--- src/rtl/accel_pkg.sv ---
// Shared accelerator types and constants for the PE accumulator drain path.
package accel_pkg;

  localparam int ACC_W_DEF = 32;
  localparam int INT8_MIN  = -128;
  localparam int INT8_MAX  = 127;

  typedef enum logic {
    DRAIN_IDLE,
    DRAIN_STREAM
  } drain_state_t;

endpackage

--- src/rtl/sat_requant.sv ---
// Arithmetic right shift of a signed accumulator followed by int8 saturation.
import accel_pkg::*;

module sat_requant #(
  parameter int ACC_W = ACC_W_DEF,
  parameter int SHIFT = 8
) (
  input  logic [ACC_W-1:0] acc_i,
  output logic [7:0]       q_o
);

  localparam logic signed [ACC_W-1:0] LO = ACC_W'(INT8_MIN);
  localparam logic signed [ACC_W-1:0] HI = ACC_W'(INT8_MAX);

  logic signed [ACC_W-1:0] shifted;

  // >>> on a signed operand truncates toward -inf
  assign shifted = $signed(acc_i) >>> SHIFT;

  always_comb begin
    q_o = shifted[7:0];
    if (shifted > HI) begin
      q_o = 8'(INT8_MAX);
    end else if (shifted < LO) begin
      q_o = 8'(INT8_MIN);
    end
  end

endmodule

--- src/rtl/pe_acc_drain.sv ---
// Snapshots a PE row's accumulators, clears the row, and streams the snapshot out
// one word per PE. Optional int8 requant on the output path: ACC_DRAIN_REQUANT_EN.
import accel_pkg::*;

module pe_acc_drain #(
  parameter int N_PE     = 8,
  parameter int ACC_W    = ACC_W_DEF,
  parameter int RQ_SHIFT = 8
) (
  input  logic                    clk,
  input  logic                    rst_n,
  input  logic [N_PE*ACC_W-1:0]   acc_vec,
  input  logic                    start,
  output logic                    clr_pe,
  output logic                    m_valid,
  input  logic                    m_ready,
  output logic [ACC_W-1:0]        m_data,
  output logic [$clog2(N_PE)-1:0] m_idx,
  output logic                    m_last,
  output logic                    busy,
  output logic                    done,
  output logic                    overrun
);

  localparam int IDX_W = $clog2(N_PE);

  drain_state_t     state_q, state_d;
  logic [IDX_W-1:0] idx_q, idx_d;
  logic [ACC_W-1:0] shadow_q [N_PE];
  logic             snap;
  logic             clr_q, clr_d;
  logic             done_q, done_d;
  logic             ovr_q, ovr_d;
  logic             last;

  assign last = (idx_q == IDX_W'(N_PE - 1));

  always_comb begin
    state_d = state_q;
    idx_d   = idx_q;
    snap    = 1'b0;
    clr_d   = 1'b0;
    done_d  = 1'b0;
    ovr_d   = 1'b0;
    case (state_q)
      DRAIN_IDLE: begin
        if (start) begin
          state_d = DRAIN_STREAM;
          idx_d   = '0;
          snap    = 1'b1;
          clr_d   = 1'b1;
        end
      end
      DRAIN_STREAM: begin
        ovr_d = start;
        if (m_ready) begin
          if (last) begin
            state_d = DRAIN_IDLE;
            idx_d   = '0;
            done_d  = 1'b1;
          end else begin
            idx_d = idx_q + IDX_W'(1);
          end
        end
      end
      default: state_d = DRAIN_IDLE;
    endcase
  end

  always_ff @(posedge clk or negedge rst_n) begin
    if (!rst_n) begin
      state_q <= DRAIN_IDLE;
      idx_q   <= '0;
      clr_q   <= 1'b0;
      done_q  <= 1'b0;
      ovr_q   <= 1'b0;
    end else begin
      state_q <= state_d;
      idx_q   <= idx_d;
      clr_q   <= clr_d;
      done_q  <= done_d;
      ovr_q   <= ovr_d;
    end
  end

  always_ff @(posedge clk or negedge rst_n) begin
    if (!rst_n) begin
      for (int unsigned i = 0; i < N_PE; i++) begin
        shadow_q[i] <= '0;
      end
    end else if (snap) begin
      for (int unsigned i = 0; i < N_PE; i++) begin
        shadow_q[i] <= acc_vec[i*ACC_W +: ACC_W];
      end
    end
  end

  assign clr_pe  = clr_q;
  assign m_valid = (state_q == DRAIN_STREAM);
  assign busy    = (state_q != DRAIN_IDLE);
  assign done    = done_q;
  assign overrun = ovr_q;
  assign m_idx   = idx_q;
  assign m_last  = m_valid && last;

`ifdef ACC_DRAIN_REQUANT_EN
  logic [7:0] rq;

  sat_requant #(
    .ACC_W (ACC_W),
    .SHIFT (RQ_SHIFT)
  ) u_sat_requant (
    .acc_i (shadow_q[idx_q]),
    .q_o   (rq)
  );

  assign m_data = {{(ACC_W-8){rq[7]}}, rq};
`else
  logic unused_rq;

  assign unused_rq = ^{RQ_SHIFT, INT8_MIN, INT8_MAX};
  assign m_data    = shadow_q[idx_q];
`endif

endmodule

--- config.mk ---
export PLATFORM = sky130hd
export DESIGN_NAME = pe_acc_drain
export DESIGN_NICKNAME = d
export VERILOG_FILES = /design/src/rtl/accel_pkg.sv /design/src/rtl/sat_requant.sv /design/src/rtl/pe_acc_drain.sv
export SDC_FILE = /design/constraint.sdc
export NUM_CORES = 1
export LEC_CHECK = 0
export ABC_CLOCK_PERIOD_IN_PS = 1700
export CAP_MARGIN = 0
export CORE_MARGIN = 8
export CORE_UTILIZATION = 45
export DETAILED_ROUTE_END_ITERATION = 10
export GPL_TIMING_DRIVEN = 0
export HOLD_SLACK_MARGIN = 0.02
export PLACE_DENSITY = 0.85
export SLEW_MARGIN = 20
export SYNTH_ARGS = -nofsm -noshare
export SYNTH_HDL_FRONTEND = slang
export SYNTH_SLANG_ARGS = --single-unit
--- constraint.sdc ---
create_clock -name clk -period 1.7 [get_ports clk]
set_input_delay 0.255 -clock clk [delete_from_list [all_inputs] [get_ports clk]]
set_output_delay 0.255 -clock clk [all_outputs]
set_load 0.05 [all_outputs]
Word-level counts from Yosys, hierarchy flattened --
Cells that the tools add are included. W data, S select, Z words.
Storage, ports and cells: flip-flop bits (word level) 263, bits of input ports 260, word-level logic and storage cells 38, output and inout bits 41
Operators by class: eq/ne operators 3, mux-type cells 16, magnitude comparators 1, bitwise operators 2, reductions and logical operators 2, add/sub/neg operators 1
Operators with widths (count):
- $bmux W32 S3 | 1
- $mux W32 | 2
- $mux W3 | 3
- $mux W1 | 8
- $pmux W3 S2 | 1
- $ge A4 B4 Y1 const B | 1
- $ne A2 B2 Y1 const B | 2
- $not A3 Y4 | 1
- $add A3 B1 Y3 const B | 1
- $eq A3 B3 Y1 const B | 1
- $pmux W1 S2 | 1
- $reduce_and A2 Y1 | 1
- $logic_and A1 B1 Y1 | 1
- $not A1 Y1 | 1

Logic depth before layout (Yosys ltp) --
word-level depth 4, gate-level depth with buffers 6, gate-level depth less buffers 4

Least setup slack after synthesis --
Ideal clock, no wire load.
path kind flip-flop to output port, start point register idx_q[2] (netlist: m_idx[2]), end point output m_data[0], buffers on the path 2, stages on the path, launching flop included 5, required time 1.445 ns, path slack -0.572 ns, arrival 2.017 ns, path through dfrtp_1 buf_2 clkbuf_1 mux4_2 mux2_2
Between the ends: word-level cells in the longest chain between the ends 4
RTL lines:
- start: declaration | RTL line pe_acc_drain.sv:28 | logic [IDX_W-1:0] idx_q, idx_d;
- start signal: assignment | RTL line pe_acc_drain.sv:79 | idx_q <= idx_d;
- $not A3 Y4 (implied by the code) | RTL line pe_acc_drain.sv:122 | assign m_data = shadow_q[idx_q];
- $bmux W32 S3 | RTL line pe_acc_drain.sv:122
- $mux W32 (implied by the code) (2 in a row) | RTL line pe_acc_drain.sv:122
- end: declaration | RTL line pe_acc_drain.sv:17 | output logic [ACC_W-1:0] m_data,
Every way passes these cells. The select of a mux whose other input is x is not followed.

Worst setup path after layout --
start point register idx_q[0] (netlist: m_idx[0]), end point output m_data[26]
The elaborated chain is that of the path after synthesis.

==> results list <==
- FF+latch count, synth: 263
- The number of buffers and inverters on the critical path is 3.
- CTS built an H-tree with a depth of 1.
- Sink count of the clock tree: 263
- Weighted congestion at the end of routability-driven global placement: 0.7877
* Violations in the final reports: setup timing
- Headroom to the max-slew limit came out at 0.6235.
- Detailed router's first-iteration violation count: 361
- Largest delay contributor family on the critical path: multiplexers
* Global-route wire length before repair: 51540 um
- CTS Buf Count: 28
- WP data arrival: 2300 ps
- No sink is reached through more buffers than the 3 on the longest clock path.
- Starting density of the core: 0.4544
- Via count of the first global-routing pass: 8527
- The floorplan step defined a die boundary enclosing 31520 um^2.
- Number of setup violations in the final report: 33
* Synth Area per Inst: 17.29 um^2
- The worst hold path belongs to the class input port to async pin.
- I/O pin count: 301
* Number of nets with antenna violations after routing: 0
- Most frequent standard cell in the layout excluding fill and tap cells: sky130_fd_sc_hd__dfrtp_1
- The core region is 25840 um^2.
* Setup ws final: -856.4 ps
* Worst slew pin tran: 567.0 ps
* Category of the critical setup timing path: flip-flop to output port
- For the worst setup path, the data required time is 1440 ps.
* Distinct cell type count of the synthesized netlist: 21
- Once placement finished, the instance area stood at 15490 um^2.
* Worst-case clock skew: 8.115 ps
- The first detailed-routing pass took 4 iterations.
- Global-route met3 utilization: 0.04979
* Placed wire-length estimate after detailed placement: 25040 um
- Met1 GRT Util: 0.2750
* Type of destination of the critical path: output port
- Achievable Freq: 391.2 MHz
* Startpoint type of the worst setup path: flip-flop
- The share of the Yosys chip area taken by registers is 0.5605.
- Fraction of final layout cells sized beyond drive strength 1: 0.3946
* Antenna violations before repair: 5
- The run finished, with violations left.
- Excluding fillers, the count of instances in the completed layout stands at 1382.
- In the global route stage, met2 resource usage came out at 0.3645.
- After floorplanning, the core was divided into 59 placement rows.
* Number of nets at the end of the flow: 1286
* TritonCTS clock tree: done
* Clock root cell: sky130_fd_sc_hd__clkbuf_16
* Max stage delay cell, worst path: sky130_fd_sc_hd__mux4_4
- Measured along the x axis, the die boundary spans 177.5 um.
- After detailed routing, the total wire length is 34710 um.
* Number of placed instances with taps included: 1317
- Syn Std Cell Area: 11740 um^2
- With fillers left out, the area of the finished cells amounts to 16920 um^2.
- Longest individual stage delay on the worst path: 600 ps
- Dividing the detail-routed wire length by the instance count gives 25.12 um.
* Maximum vdd drop: 1.656 mV
* Leakage power of the design: 0.007211 uW
* Final count of pins violating max slew: 0
- Die H: 177.5 um
- Relative to the synthesized area, the layout overhead comes to 44.07%.
- Maximum net fanout on the critical path: 7
- Power spread over the standard cell area amounts to 1970 nW/um^2.
* Critical Path, Cell by Cell: buf_12, buf_12, mux4_4, mux2_4, buf_6
- Yosys printed 0 warnings.
* Largest net degree at the start of global routing: 82
- met2 is the most crowded layer.
- Vias: 7477
- In the layout the commonest cells are 260 x sky130_fd_sc_hd__dfrtp_1, 258 x sky130_fd_sc_hd__clkdlybuf4s50_1, 163 x sky130_fd_sc_hd__mux2_2, 93 x sky130_fd_sc_hd__mux2_1, 61 x sky130_fd_sc_hd__mux4_2.
* Reported max-cap violation count: 0
* Register clock-pin slew on the reported worst setup and hold paths: 70 ps
* Most Frequent Cell on Critical Path: sky130_fd_sc_hd__buf_12
* Via density per instance: 5.410
- Hold Violations, Final: 0
- Clock latency on the worst-skew pair, taken at its later pin, is 540 ps.
* GRT Total Usage: 0.2163
* IO Port Bufs: 300
* Instance count of the mapped netlist: 679
- Syn nets: 942
* Period utilization: 1.504
* Gr ovfl total: 0
* DRC Markers: 0
* Setup repair after global routing missed its margin: yes
- The routed design could run at a clock period as short as 2556 ps.
metal layers:
layer	routed length [um]	vias to the layer above
li1	-	3245
met1	14080	3909
met2	17260	256
met3	2275	63
met4	1073	4
met5	22	-
flip-flops by register name (all words and copies together), names as in the netlist:
name / count
overrun: 1
m_idx: 3
done: 1
busy: 1
clr_pe: 1
shadow_q: 256
area by class of cell:
type / instances / area, um^2
Fill cell: 1842 / 8921
Sequential cell: 263 / 6585
Multi-Input combinational cell: 367 / 4950
Timing Repair Buffer: 314 / 3272
Clock buffer: 36 / 792.0
Buffer: 49 / 713.2
Tap cell: 335 / 419.2
Clock inverter: 15 / 177.7
Antenna cell: 3 / 7.507
logic make-up (layout without fill, tap and decap cells):
family | Yosys count | count (layout) | share of synthesized area
muxes | 353 | 353 | 0.4016
DFF | 263 | 263 | 0.5605
buffers and inverters | 49 | 414 | 0.02803
and+or+nand+nor | 8 | 8 | 0.004477
adders and majority gates | 3 | 3 | 0.003197
AOI/OAI and AO/OA | 3 | 3 | 0.002131
other | 0 | 3 | 0
synthesized netlist by cell type:
cell                         n  share of area
sky130_fd_sc_hd__clkbuf_1    9         0.0029
sky130_fd_sc_hd__nor2b_1     1        0.00053
sky130_fd_sc_hd__dfrtp_1   263           0.56
sky130_fd_sc_hd__mux4_2     58           0.11
sky130_fd_sc_hd__mux2_1     93          0.089
sky130_fd_sc_hd__mux2i_1     1        0.00085
sky130_fd_sc_hd__mux4_1      5          0.011
sky130_fd_sc_hd__buf_2      11         0.0047
sky130_fd_sc_hd__and2_1      2         0.0011
sky130_fd_sc_hd__ha_1        3         0.0032
sky130_fd_sc_hd__a32o_1      1        0.00085
sky130_fd_sc_hd__and3_1      1        0.00053
sky130_fd_sc_hd__mux4_4      1         0.0021
sky130_fd_sc_hd__and4b_1     1        0.00085
sky130_fd_sc_hd__nor4bb_1    1        0.00085
sky130_fd_sc_hd__mux2_2    195           0.19
sky130_fd_sc_hd__buf_4      24          0.015
sky130_fd_sc_hd__nor2_1      2        0.00064
sky130_fd_sc_hd__buf_8       1         0.0013
sky130_fd_sc_hd__buf_6       4         0.0038
sky130_fd_sc_hd__a21o_1      2         0.0013
power by group:
part / switching, uW / internal, uW / total, uW / leakage (uW)
sequential: 1550 / 9300 / 10800 / 0.00321
combinational: 7520 / 8590 / 16100 / 0.00352
clock: 2490 / 3880 / 6370 / 0.000485
total: 11600 / 21800 / 33300 / 0.00721
per-stage QoR:
step	util	hold WS (ps)	total power, uW	setup TNS [ps]	setup WS [ps]
after floorplan	-	-40.59	21600	-8884	-288.6
after global placement	0.5960	462.6	25790	-2977370	-11910
after detailed placement	0.5994	210.0	26270	-113770	-1056
after CTS	0.6516	226.2	33570	-27390	-894.0
after global routing	0.6546	260.7	34810	-27990	-923.0
final	0.6547	226.7	33330	-25930	-856.4
path summary, 6_finish.rpt:
path                       slack, ps  cells after the start         start            end
setup / recovery                -860                      5      m_idx[0]     m_data[26]
hold / removal                   230                      2         rst_n  shadow_q[138]
min in group clk                 310                      2   acc_vec[86]  shadow_q[182]
hold reg to reg                  480                      1  shadow_q[43]   shadow_q[43]
setup reg to reg                  60                      6          busy    shadow_q[5]
max in group asynchronous        430                      4         rst_n  shadow_q[154]
repair_timing:
action / 4_1_cts / 5_1_grt
buffers inserted: 7 / 0
hold endpoints to repair: 50 / 0
gates resized for setup: 316 / 14
endpoints found under the setup margin: 290 / 160
gates cloned: 1 / 3
hold buffers: 1 / 0
(Power assumes the default switching activity.)
==> patch 1 (same flow settings) <==
Set the parameter `N_PE` to 4 (it was 8).
--- a/src/rtl/pe_acc_drain.sv
+++ b/src/rtl/pe_acc_drain.sv
@@ -3,7 +3,7 @@
 import accel_pkg::*;
 
 module pe_acc_drain #(
-  parameter int N_PE     = 8,
+  parameter int N_PE     = 4,
   parameter int ACC_W    = ACC_W_DEF,
   parameter int RQ_SHIFT = 8
 ) (
Ports: changed (resized acc_vec and m_idx); port bits go from 301 to 172. The function was not compared with the original's and may differ.
==> patch 1 against the unedited design <==
Synthesized cell count down 52%; total power down 40%; critical path depth down 1; wire length down 55%; utilization down 0.41 points; sequential cell count down 129; via count down 51%; critical endpoint is now m_data[8]; critical path type unchanged; count of clock-buffer cells in the layout down 12; the run still ends with setup timing left; area after synthesis down 46%; setup slack better by 0.49 ns; final area down 47%; combinational power down 33%; die area down 42%; register-to-register slack better by 0.06 ns.
==> patch 1: results (changes against the unedited design) <==
status -> complete, but fails checks
global-route wire length before repair -> 25000 µm (-51%)
CP arrival -> 1.81 ns (-0.49 ns)
Nets -> 661 (-49%)
worst reg-to-reg setup slack -> 0.12 ns (+0.06 ns)
Mapped Avg Cell Area -> 19.4 µm² (+12%)
final number of setup-violating endpoints -> 32 (-3.0%)
Critical Path Fanout Max -> 10 (+3)
Syn Nets -> 462 (-51%)
ratio of cells with drive above 1 in the final layout -> 47.9% (+8.4 points)
vias post-DR -> 3694 (-51%)
switching pwr -> 7.32 mW (-37%)
number of global-route vias before repair -> 4442 (-48%)
Worst-Skew Late Latency -> 0.41 ns (-0.13 ns)
routed length per instance -> 21.9 µm (-13%)
Worst Setup EP -> m_data[8]
n_diodes -> 0 (-3)
r2r worst-path depth -> 5 (-1)
crit path from -> m_idx[0]$_DFFE_PN0P_
Placer Congestion -> 0.735 (-6.6%)
HPWL Detailed -> 11100 µm (-56%)
largest net degree at the start of global routing -> 78 (-4.9%)
Synth top cells by count -> 134 x dfrtp_1, 100 x mux2_4, 28 x mux2_2
Clock Skew -> 0.00773 ns (-0.000381 ns)
Inst Count DP -> 681 (-48%)
DRT iter0 DRCs -> 137 (-62%)
CTS Buffer Depth -> 2 (-1)
total power draw -> 19.9 mW (-40%)
failing checks -> setup timing
max FFs per register -> 128 (-50%)
P_leak -> 3.91 nW (-46%)
Max VDD drop -> 1.25 mV (-25%)
antenna violations before repair -> 0 (-5)
I/O Buffers -> 171 (-43%)
setup ws final -> -0.363 ns (+0.493 ns)
TNS Setup -> -10.63 ns (+15.30 ns)
H-tree level count -> 4 (+3)
number of clock buffers inserted by TritonCTS -> 17 (-39%)
total track usage -> 18.0% (-3.7 points)
slew margin rel. -> 65.8% (+3.4 points)
Seq power -> 5.69 mW (-47%)
Non-Filler Instances -> 717 (-48%)
Power Clock -> 3.40 mW (-47%)
pre-CTS setup slack -> -0.705 ns (+0.351 ns)
-- patch 1: cell families (layout without fill, tap and decap cells) --
group,count (synthesis),after routing,synth area share [%]
muxes,161,161,41.1
adders and majority gates,1,1,0.196
DFF,134,134,52.5
buffers and inverters,24,232,5.21
and+or+nand+nor,7,7,0.686
AOI/OAI and AO/OA,2,2,0.314
-- patch 1: timing repair --
item	CTS	global route
gates resized for setup	261	0
endpoints found under the setup margin	40	33
gates cloned	0	1
hold buffers	1	0
setup buffers	6	1
pin swaps	0	1
hold endpoints to repair	57	0
-- patch 1: cell type report --
cell class	instances	area, µm²
Clock inverter	4	47.5
Timing Repair Buffer	180	1880
Buffer	24	393
Tap cell	180	225
Clock buffer	24	492
Multi-Input combinational cell	171	2640
Fill cell	957	4850
Sequential cell	134	3360
-- patch 1: routing by layer --
layer	GRT usage, %	part of all wire, %
met2	28.8	50
met5	0	0
met3	5.53	6.2
met4	6.35	1.5
met1	22.5	43
-- patch 1: worst min path at each step --
stage	endpoint	slack (ns)	cells past startpoint	startpoint
2_1_floorplan	busy$_DFF_PN0_	-0.04	0	rst_n
3_3_place_gp	shadow_q[117]$_DFFE_PN0P_	0.48	1	shadow_q[117]$_DFFE_PN0P_
3_5_place_dp	shadow_q[90]$_DFFE_PN0P_	0.21	1	rst_n
4_1_cts	shadow_q[91]$_DFFE_PN0P_	0.37	2	rst_n
5_1_grt	shadow_q[123]$_DFFE_PN0P_	0.40	2	rst_n
6_report	shadow_q[123]$_DFFE_PN0P_	0.37	2	rst_n
-- patch 1: critical path, stage by stage (launching register included) --
cell and delay (ns):
dfrtp_2 0.39, buf_12 0.15, buf_12 0.16, mux4_2 0.53
buf_6 0.17
==> patch 2 (config.mk and constraints unchanged) <==
Without the edit above. Put one more register stage on the output `overrun`. The value now appears one clock later. The other outputs are not delayed to match.
--- a/src/rtl/pe_acc_drain.sv
+++ b/src/rtl/pe_acc_drain.sv
@@ -99,7 +99,9 @@
   assign m_valid = (state_q == DRAIN_STREAM);
   assign busy    = (state_q != DRAIN_IDLE);
   assign done    = done_q;
-  assign overrun = ovr_q;
+  always_ff @(posedge clk) begin
+    overrun <= ovr_q;
+  end
   assign m_idx   = idx_q;
   assign m_last  = m_valid && last;
 
Formal check against the unedited RTL: not equivalent (Yosys sat finds a counterexample within 4 cycles, from zero or initial values and one cycle with rst_n low).
==> patch 2 against the unedited design <==
The run still ends with setup timing left; area after synthesis increased by 0.17%; final area up 0.44%; setup slack gained 0.0073 ns; sequential cell count grew 1; wire length up 1.4%; total power up 1.3%; utilization is 0.29 points higher; critical path type unchanged; largest power group unchanged.
==> patch 2: results (changes against the unedited design) <==
Cells after Synth -> 680 (+0.15%)
Non-clock buffers -> 367 (+1.1%)
n_diodes -> 5 (+2)
I/O Buffers -> 300 (unchanged)
Hold Crit Class -> input pin to flip-flop
TNS Setup -> -26.39 ns (-0.453 ns)
slew margin rel. -> 51.9% (-10 points)
register area -> 6610 µm² (+0.30%)
HPWL Detailed -> 25100 µm (+0.14%)
routed length per instance -> 25.3 µm (+0.86%)
largest net degree at the start of global routing -> 90 (+9.8%)
Clock Pin Slew Worst Setup and Hold Paths -> 0.06 ns
GR Util met1 -> 27.8% (+0.29 points)
ratio of cells with drive above 1 in the final layout -> 39.1% (-0.32 points)
Final clock-cell share -> 5.68% (-0.055 points)
capturing point of the worst reg2reg path -> shadow_q[158]$_DFFE_PN0P_
non-clock buffer share of cell area -> 23.7% (+0.16 points)
DRT iter0 DRCs -> 346 (-4.2%)
Max VDD drop -> 1.56 mV (-5.9%)
Crit-path slowest cell -> mux4_2
#MultiIn Comb -> 367 (unchanged)
failing checks -> setup timing
Syn Nets -> 943 (+0.11%)
synth top area cells -> dfrtp_1 56%, mux2_2 19%, mux4_2 11%
Flop pwr share -> 32.3% (-0.3 points)
global-route wire length before repair -> 53400 µm (+3.5%)
worst reg-to-reg setup slack -> 0.08 ns (+0.02 ns)
max incr delay on CP -> 0.52 ns (-0.08 ns)
Yosys reg bits -> 264 (+0.38%)
Filler Cell Count -> 1841 (-0.054%)
CLK BUF -> 46 (+28%)
Distinct cells, synth -> 22 (+4.8%)
multi-input logic area -> 4960 µm² (+0.20%)
Worst Setup EP -> m_data[22]
vias post-DR -> 7529 (+0.70%)
Clk pwr share -> 18.6% (-0.5 points)
pre-CTS setup slack -> -1.07 ns (-0.0156 ns)
CP arrival -> 2.29 ns
total track usage -> 22.5% (+0.84 points)
sw frac -> 34.7% (about the same)
Worst-Skew Late Latency -> 0.54 ns (about the same)
status -> complete, but fails checks
met2 GRT Util -> 38.1% (+1.6 points)
setup ws final -> -0.849 ns (+0.00727 ns)
P_leak -> 7.23 nW (+0.28%)
Clock Skew -> 0.0132 ns (+0.00507 ns)
WL met3 -> 2350 µm (+3.4%)
number of global-route vias before repair -> 8851 (+3.8%)
Metal-1 WL -> 14300 µm (+1.3%)
vias per cell -> 5.42 (+0.12%)
met2 WL -> 17600 µm (+2.0%)
met3 usage -> 5.77% (+0.79 points)
ys async rst share -> 99.6% (-0.38 points)
Critical Path Fanout Max -> 10 (+3)
Comb power -> 16.6 mW (+3%)
final number of setup-violating endpoints -> 33 (unchanged)
cell area after placement -> 15500 µm² (about the same)
Placer Congestion -> 0.765 (-2.9%)
-- patch 2: cells by family after synthesis --
group / share of synthesized area, %
AND/OR/NAND/NOR: 0.447
multiplexers: 40.1
AO/OA/AOI/OAI: 0.213
adder cells (fa/ha/maj): 0.319
flip-flops: 56.1
buffers and inverters: 2.80
-- patch 2: how the worst min path moves through the flow --
stage	cells past startpoint	slack (ns)	endpoint
2_1_floorplan	0	-0.04	busy$_DFF_PN0_
3_3_place_gp	0	0.33	overrun$_DFF_P_
3_5_place_dp	1	0.31	shadow_q[138]$_DFFE_PN0P_
4_1_cts	2	0.30	shadow_q[34]$_DFFE_PN0P_
5_1_grt	2	0.31	shadow_q[253]$_DFFE_PN0P_
6_report	2	0.31	shadow_q[182]$_DFFE_PN0P_
-- patch 2: what timing repair did --
action	4_1_cts	5_1_grt
setup endpoints to repair	276	265
hold endpoints to repair	86	0
gates resized for setup	327	19
cloned	4	1
buffers inserted	13	2
hold buffers	1	0
